File: config.mk
export PLATFORM = sky130hd
export DESIGN_NAME = mul_iter_32
export DESIGN_NICKNAME = d
export VERILOG_FILES = /design/src/rtl/mul_iter_32.sv
export SDC_FILE = /design/constraint.sdc
export NUM_CORES = 1
export LEC_CHECK = 0
export CAP_MARGIN = 10
export CORE_MARGIN = 2
export CORE_UTILIZATION = 57
export CTS_BUF_LIST = sky130_fd_sc_hd__clkbuf_16
export DETAILED_ROUTE_END_ITERATION = 10
export GPL_TIMING_DRIVEN = 0
export PLACE_DENSITY = 0.79
export SYNTH_ARGS = -nofsm -noshare
export SYNTH_HDL_FRONTEND = slang
export SYNTH_SLANG_ARGS = --single-unit
File: constraint.sdc
create_clock -name clk_i -period 9.35 [get_ports clk_i]
set_input_delay 1.87 -clock clk_i [delete_from_list [all_inputs] [get_ports clk_i]]
set_output_delay 1.87 -clock clk_i [all_outputs]
set_load 0.01 [all_outputs]
File: src/rtl/mul_iter_32.sv
// mul_iter_32: iterative RV32M multiply unit (MUL/MULH/MULHSU/MULHU), one byte of |b| per CALC cycle
// Ports: clk_i clock; reset_i async active-high reset; start_i request (sampled when idle);
//   op_i 00 MUL / 01 MULH / 10 MULHSU / 11 MULHU; a_i, b_i operands; kill_i abort;
//   busy_o state != IDLE; done_o one-cycle result-valid pulse; result_o held until next done_o.
// Optional: define MUL_EARLY_EXIT_EN to leave CALC once the remaining bytes of |b| are zero.

// wallace_8: combinational 8x8 unsigned multiplier, carry-save reduction of partial products
// Ports: a, b 8-bit operands; p 16-bit product.
module wallace_8 (
    input  logic [7:0]  a,
    input  logic [7:0]  b,
    output logic [15:0] p
);
    logic [15:0] pp [8];
    logic [15:0] s1a, c1a, s1b, c1b, s2a, c2a, s2b, c2b, s3, c3, s4, c4;

    function automatic logic [31:0] csa(input logic [15:0] x, input logic [15:0] y, input logic [15:0] z);
        logic [15:0] c;
        c = ((x & y) | (x & z) | (y & z)) << 1;
        return {c, x ^ y ^ z};
    endfunction

    always_comb
        for (int i = 0; i < 8; i++)
            pp[i] = b[i] ? 16'(a) << i : '0;

    // Carry-save sums stay exact modulo 2^16, and the product always fits in 16 bits.
    assign {c1a, s1a} = csa(pp[0], pp[1], pp[2]);
    assign {c1b, s1b} = csa(pp[3], pp[4], pp[5]);
    assign {c2a, s2a} = csa(s1a, c1a, s1b);
    assign {c2b, s2b} = csa(c1b, pp[6], pp[7]);
    assign {c3, s3}   = csa(s2a, c2a, s2b);
    assign {c4, s4}   = csa(s3, c3, c2b);
    assign p = s4 + c4;
endmodule

module mul_iter_32 #(
    parameter int XLEN = 32
) (
    input  logic            clk_i,
    input  logic            reset_i,
    input  logic            start_i,
    input  logic [1:0]      op_i,
    input  logic [XLEN-1:0] a_i,
    input  logic [XLEN-1:0] b_i,
    input  logic            kill_i,
    output logic            busy_o,
    output logic            done_o,
    output logic [XLEN-1:0] result_o
);
    localparam int N  = XLEN / 8;
    localparam int CW = $clog2(N);

    typedef enum logic [1:0] {IDLE, CALC, FIX} state_t;

    state_t            state, state_nxt;
    logic [CW-1:0]     cnt;
    logic [XLEN-1:0]   ma, mb;
    logic [2*XLEN-1:0] acc, p;
    logic [XLEN+7:0]   row;
    logic [15:0]       prod [N];
    logic [7:0]        mb_byte;
    logic [1:0]        op;
    logic              neg, last, sa, sb, a_neg, b_neg;

    assign sa      = op_i == 2'b01 || op_i == 2'b10;
    assign sb      = op_i == 2'b01;
    assign a_neg   = sa && a_i[XLEN-1];
    assign b_neg   = sb && b_i[XLEN-1];
    assign mb_byte = 8'(mb >> (8 * cnt));
    assign busy_o  = state != IDLE;
    assign p       = neg ? -acc : acc;

    for (genvar j = 0; j < N; j++) begin : g_w
        wallace_8 u_w (.a(ma[8*j +: 8]), .b(mb_byte), .p(prod[j]));
    end

    always_comb begin
        row = '0;
        for (int j = 0; j < N; j++)
            row = row + ((XLEN+8)'(prod[j]) << (8 * j));
    end

`ifdef MUL_EARLY_EXIT_EN
    // Once no bits of |b| remain above byte cnt, acc already holds the full product.
    assign last = cnt == CW'(N - 1) || (mb >> (8 * (int'(cnt) + 1))) == '0;
`else
    assign last = cnt == CW'(N - 1);
`endif

    always_ff @(posedge clk_i or posedge reset_i)
        if (reset_i) state <= IDLE;
        else state <= state_nxt;

    always_comb begin
        state_nxt = kill_i ? IDLE :
                    state == IDLE ? (start_i ? CALC : IDLE) :
                    state == CALC ? (last ? FIX : CALC) : IDLE;
    end

    always_ff @(posedge clk_i or posedge reset_i) begin
        if (reset_i) begin
            cnt      <= '0;
            acc      <= '0;
            ma       <= '0;
            mb       <= '0;
            op       <= '0;
            neg      <= 1'b0;
            done_o   <= 1'b0;
            result_o <= '0;
        end else begin
            done_o <= 1'b0;
            if (state == IDLE && start_i && !kill_i) begin
                ma  <= a_neg ? -a_i : a_i;
                mb  <= b_neg ? -b_i : b_i;
                neg <= a_neg ^ b_neg;
                op  <= op_i;
                cnt <= '0;
                acc <= '0;
            end else if (state == CALC && !kill_i) begin
                acc <= acc + ((2*XLEN)'(row) << (8 * cnt));
                cnt <= cnt + CW'(1);
            end else if (state == FIX && !kill_i) begin
                result_o <= op == 2'b00 ? p[XLEN-1:0] : p[2*XLEN-1:XLEN];
                done_o   <= 1'b1;
            end
        end
    end
endmodule

==> results of run 1 <==
## cell type report
cell class | instances | area (um2) | area share
Buffer | 108 | 537 | 0.0193
Clock inverter | 15 | 181 | 0.00653
Tap cell | 518 | 648 | 0.0233
Sequential cell | 168 | 4210 | 0.151
Timing Repair Buffer | 268 | 2390 | 0.0861
Antenna cell | 1 | 2.50 | 0.0000901
Inverter | 195 | 739 | 0.0266
Clock buffer | 17 | 425 | 0.0153
Multi-Input combinational cell | 2248 | 18600 | 0.671
## per-layer routing
layer	global-route usage	routed length (um)
met2	0.603	36000
met3	0.0550	4890
met1	0.408	27700
met5	0	0
met4	0.199	4830
## metrics by stage
stage          setup TNS [ns]  hold slack (ns)  setup slack (ns)
6_report               -14.03            0.479            -0.858
5_1_grt                -22.65            0.503             -1.11
3_3_place_gp           -62.10            0.462             -2.14
2_1_floorplan               0            0.441            0.0212
3_5_place_dp           -70.69            0.463             -2.34
4_1_cts                -10.00            0.482            -0.604
## worst max-delay path by stage
stage	endpoint	slack (ns)	depth (start not counted)
2_1_floorplan	acc[63]$_DFFE_PP0N_	0.02	45
3_3_place_gp	acc[56]$_DFFE_PP0N_	-2.14	42
3_5_place_dp	acc[56]$_DFFE_PP0N_	-2.34	42
4_1_cts	acc[56]$_DFFE_PP0N_	-0.60	44
5_1_grt	acc[63]$_DFFE_PP0N_	-1.11	43
6_report	acc[63]$_DFFE_PP0N_	-0.86	44
## repair_timing
item / in CTS / in global routing
setup buffers: 100 / 74
setup endpoints to repair: 46 / 41
hold endpoints to repair: 0 / 0
pin swaps: 104 / 169
gates resized for setup: 249 / 259
cloned: 1 / 2
hold buffers: 0 / 0
## critical path, delay by kind of cell (launching register included)
family	cells	cell delay (ns)
adders and majority gates	7	2.83
AOI/OAI and AO/OA	13	2.62
and+or+nand+nor	11	1.99
buffers and inverters	10	1.24
muxes	1	0.57
xor gates and xnor gates	2	0.46
DFF	1	0.39
## state kept, by name, indices dropped and copies added (netlist names)
signal	count
cnt	2
state	2
op	2
result_o	32
acc	64
done_o	1
neg	1
mb	32
ma	32
## Yosys cell counts (8+ instances only)
cell	instances	share of area
or4_1	15	0.0051
a211oi_1	19	0.0065
a21o_1	40	0.014
o211ai_1	9	0.0031
mux2i_1	13	0.0059
clkbuf_1	116	0.020
o22ai_1	11	0.0031
a21oi_1	161	0.036
ha_1	192	0.11
dfrtp_1	168	0.19
o21bai_1	15	0.0051
nor4_1	12	0.0034
nand4_1	23	0.0065
xnor2_1	137	0.054
o21a_1	17	0.0058
o41ai_1	15	0.0059
nand3_1	29	0.0066
o31ai_1	37	0.013
o21ai_0	277	0.063
and2_1	199	0.056
xor2_1	97	0.038
fa_1	158	0.14
mux4_2	8	0.0082
nand2_1	392	0.067
a31oi_1	18	0.0051
nand2b_1	18	0.0051
buf_1	14	0.0024
o21ai_1	15	0.0034
nor3_1	34	0.0077
and3_1	10	0.0028
nor2b_1	18	0.0051
or3_1	13	0.0037
nor2_1	160	0.027
a21boi_0	9	0.0031
inv_1	195	0.033
## kinds of logic (layout without fill, tap and decap cells)
| group | after synthesis | count (layout) |
|---|---|---|
| compound gates | 686 | 686 |
| xor+xnor | 234 | 234 |
| fa+ha+maj | 350 | 350 |
| buf+inv | 325 | 603 |
| flops | 168 | 168 |
| mux | 28 | 28 |
| other cells | 0 | 1 |
| simple gates | 950 | 950 |
==> flow_metrics.env, run 1 <==
export IMPL_post_drt_wl_per_cell_um=20.8
export IMPL_vias_per_cell=6.11
export IMPL_finish_utilization=0.722
export IMPL_ys_flop_type="dfrtp_1"
export IMPL_areaGrowthSynthToFinish_pct=25.6
export IMPL_fin_skew_ns=0.0146
export IMPL_drtPass1Iterations=6
export IMPL_regToRegSetupSlack_ns=-0.86
export IMPL_cap_viol_max_count=0
export IMPL_drive_above_1_share=0.180
export IMPL_track_usage=0.347
export IMPL_cts_num_sinks=168
export IMPL_setup_ws_ns=-0.858
export IMPL_final_area_um2=27800
export IMPL_fmax_mhz=98.0
export IMPL_yosysUniqueCellTypes=74
export IMPL_drc_errors=0
export IMPL_cpMostUsedCell="fa_1"
export IMPL_violations="negative setup slack"
export IMPL_critPathKind="reg -> reg"
export IMPL_ys_seq_elements=168
export IMPL_netlist_instances=2741
export IMPL_slowest_delay_ns=0.57
export IMPL_cts_buffers=17
export IMPL_timing_rr_end="acc[63]$_DFFE_PP0N_"
export IMPL_period_share=1.09
export IMPL_hold_path_end="result_o[0]$_DFFE_PP0P_"
export IMPL_worstPathRequired_ns=9.76
export IMPL_crit_arrival_ns=10.62
export IMPL_core_um2=38500
export IMPL_muxShareOfSynthArea=0.0176
export IMPL_fill_cells=2874
export IMPL_rsz0062_at_grt="yes"
export IMPL_layout_common_cells="nand2_1, o21ai_0, and2_1"
export IMPL_worst_r2r_path_depth=44
export IMPL_synthSimpleGateAreaFrac=0.208
export IMPL_synth_xor_area_share=0.0927
export IMPL_dp_hpwl_um=55500
export IMPL_mostFrequentLayoutCell="nand2_1"
export IMPL_startpoint="cnt[0]$_DFFE_PP0N_"
export IMPL_clockBufferDepth=2
export IMPL_worst_slew_margin_rel=0.396
export IMPL_cp_start_kind="flip-flop"
export IMPL_postRouteAntennaNets=0
export IMPL_period_needed_ns=10.21
export IMPL_synth_edf_count=0
export IMPL_ys_warn_count=0
export IMPL_grt_max_degree=92
export IMPL_synth_nets=3161
export IMPL_place_congestion=1.03
export IMPL_grt_pass1_wl_um=111000
export IMPL_cts_tree="built"
export IMPL_start_util=0.575
export IMPL_yosysSeqAreaShare=0.190
export IMPL_die_h_um=201
export IMPL_cp_max_fo=7
export IMPL_r2r_start="cnt[0]$_DFFE_PP0N_"
export IMPL_worst_pin_slew_ns=0.906
export IMPL_grt_overflow_total=0
export IMPL_end_kind="flip-flop"
export IMPL_timing_final_hold_violations=0
export IMPL_outcome="complete, but fails checks"
export IMPL_rows=72
export IMPL_hp_start="result_o[0]$_DFFE_PP0P_"
export IMPL_setup_viol=29
export IMPL_crit_slowest_cell="mux4_2"
export IMPL_grt_pass1_vias=21100
export IMPL_placement_io_buffers=103
export IMPL_netlist_area_um2=22100
export IMPL_clk_latency_ns=0.48
export IMPL_vias=21600
export IMPL_synth_top_family_by_area="adder cells"
export IMPL_htree_levels=4
export IMPL_clk_pin_slew_ns=0.08
export IMPL_io_pins=104
export IMPL_avgSynthCellArea_um2=8.06
export IMPL_final_cells=3538
export IMPL_dpl_cell_count=3363
export IMPL_hold_depth=1
export IMPL_num_nets_final=3426
export IMPL_routed_wl_um=73400
export IMPL_drt_iter0_drc=1710
export IMPL_hp_class="reg -> reg"
export IMPL_root_buffer="clkbuf_16"
export IMPL_synth_adder_area_share=0.252
export IMPL_die_width_um=201
export IMPL_async_flop_share=1.00
export IMPL_synth_compound_area_frac=0.185
export IMPL_final_max_slew_violation_count=0
export IMPL_antenna_found_initial=0
export IMPL_dpl_instance_area_um2=24000
export IMPL_design_die_area_um2=40400
Power of run 1 is not shown: default switching activity piles up to over one toggle a cycle in this logic, so the estimate is an artifact.
==> inputs of run 2 (changes only) <==
- CELL_PAD_IN_SITES_DETAIL_PLACEMENT: default -> 0
- CELL_PAD_IN_SITES_GLOBAL_PLACEMENT: default -> 1
- CORE_UTILIZATION: 57 -> 43
==> flow_metrics.env, run 2 (synthesis results as in run 1) <==
export IMPL_num_nets_final=3395
export IMPL_cp_start_kind="flip-flop"
export IMPL_drc_errors=0
export IMPL_dp_hpwl_um=58300
export IMPL_fill_cells=4876
export IMPL_cpMostUsedCell="a21oi_2"
export IMPL_end_kind="flip-flop"
export IMPL_dpl_instance_area_um2=24200
export IMPL_die_width_um=231
export IMPL_final_area_um2=27400
export IMPL_hp_class="reg -> reg"
export IMPL_clk_latency_ns=0.52
export IMPL_cts_num_sinks=168
export IMPL_drt_iter0_drc=1323
export IMPL_timing_final_hold_violations=0
export IMPL_rows=83
export IMPL_placement_io_buffers=103
export IMPL_root_buffer="clkbuf_16"
export IMPL_largest_reg_flops=64
export IMPL_rsz0062_at_grt="yes"
export IMPL_design_die_area_um2=53200
export IMPL_fin_skew_ns=0.0220
export IMPL_crit_arrival_ns=10.34
export IMPL_setup_viol=25
export IMPL_grt_overflow_total=0
export IMPL_worstPathRequired_ns=9.81
export IMPL_grt_max_degree=90
export IMPL_routed_wl_um=73200
export IMPL_areaGrowthSynthToFinish_pct=23.9
export IMPL_postRouteAntennaNets=0
export IMPL_outcome="complete, but fails checks"
export IMPL_period_share=1.06
export IMPL_htree_levels=4
export IMPL_cp_max_fo=5
export IMPL_crit_slowest_cell="mux4_2"
export IMPL_antenna_found_initial=0
export IMPL_vias=20600
export IMPL_start_util=0.433
export IMPL_fmax_mhz=101
export IMPL_regMostFlops="acc"
export IMPL_final_max_slew_violation_count=0
export IMPL_diodes=0
export IMPL_grt_pass1_wl_um=115000
export IMPL_track_usage=0.278
export IMPL_slowest_delay_ns=0.57
export IMPL_post_drt_wl_per_cell_um=20.0
export IMPL_violations="negative setup slack"
export IMPL_drtPass1Iterations=5
export IMPL_cts_tree="built"
export IMPL_io_pins=104
export IMPL_cap_viol_max_count=0
export IMPL_setup_ws_ns=-0.531
export IMPL_clk_pin_slew_ns=0.08
export IMPL_cts_buffers=17
export IMPL_core_um2=51100
export IMPL_mostFrequentLayoutCell="nand2_1"
export IMPL_vias_per_cell=5.61
export IMPL_layout_common_cells="nand2_1, o21ai_0, and2_1"
export IMPL_finish_utilization=0.536
export IMPL_period_needed_ns=9.88
export IMPL_drive_above_1_share=0.156
export IMPL_die_h_um=231
export IMPL_clockBufferDepth=2
export IMPL_place_congestion=0.934
export IMPL_worst_pin_slew_ns=1.06
export IMPL_worst_slew_margin_rel=0.291
export IMPL_grt_pass1_vias=20700
export IMPL_critPathKind="reg -> reg"
-- run 2: changes by cell type in the layout (fill, tap and decap cells not counted), sizes merged --
| cell | before | now |
|---|---|---|
| buf | 191 | 155 |
| clkbuf | 99 | 104 |
| bufinv | 1 | 0 |
| clkinv | 5 | 6 |
| clkinvlp | 2 | 1 |
| diode | 1 | 0 |
| inv | 202 | 203 |
-- run 2: through the flow --
stage                     cells  worst slack (ns)  hold WS (ns)  TNS (ns)
after floorplan            2741            0.0212         0.441         0
after global placement     3524             -2.63         0.462    -77.04
after detailed placement   3525             -2.55         0.466    -76.14
after CTS                  3630            -0.486         0.483     -7.92
after global routing       3668            -0.955         0.496    -19.64
final                      3668            -0.531         0.477     -7.63
-- run 2: worst paths after layout --
path	from	to	slack, ns	cells after the start
setup / recovery	cnt[0]$_DFFE_PP0N_	acc[63]$_DFFE_PP0N_	-0.53	42
hold / removal	result_o[22]$_DFFE_PP0P_	result_o[22]$_DFFE_PP0P_	0.48	2
setup reg to reg	cnt[0]$_DFFE_PP0N_	acc[63]$_DFFE_PP0N_	-0.53	42
hold reg to reg	result_o[22]$_DFFE_PP0P_	result_o[22]$_DFFE_PP0P_	0.48	2
max in group asynchronous	reset_i	result_o[25]$_DFFE_PP0P_	6.69	3
min in group asynchronous	reset_i	state[0]$_DFF_PP0_	1.83	2
-- run 2: layer usage --
layer  GRT usage  up-vias  part of all wire
met5           0        -                 0
met2       0.477      485              0.49
met1       0.352    10100              0.44
met4       0.116        0             0.040
li1            -     9811                 -
met3      0.0351      140             0.037
-- run 2: final cells by class --
cell class,instances,area [um2],share of cell area
Multi-Input combinational cell,2248,18400,0.672
Sequential cell,168,4210,0.154
Timing Repair Buffer,238,2130,0.0778
Tap cell,680,851,0.0311
Inverter,195,739,0.0270
Buffer,107,539,0.0197
Clock buffer,17,425,0.0155
Clock inverter,15,101,0.00370
-- run 2: critical path: cells and delay by family, from the launching register on --
family / cells / cell delay, ns
compound gates: 17 / 3.24
xor+xnor: 2 / 0.47
fa+ha+maj: 7 / 2.81
buf+inv: 5 / 0.54
flops: 1 / 0.38
mux: 1 / 0.57
simple gates: 10 / 1.82
-- run 2: repair_timing --
action,4_1_cts,5_1_grt
pin swaps,128,110
gates cloned,1,0
buffers inserted,92,43
endpoints found under the setup margin,47,43
gates resized for setup,249,179
hold buffers,0,0
Power of run 2 is left out for the same reason.
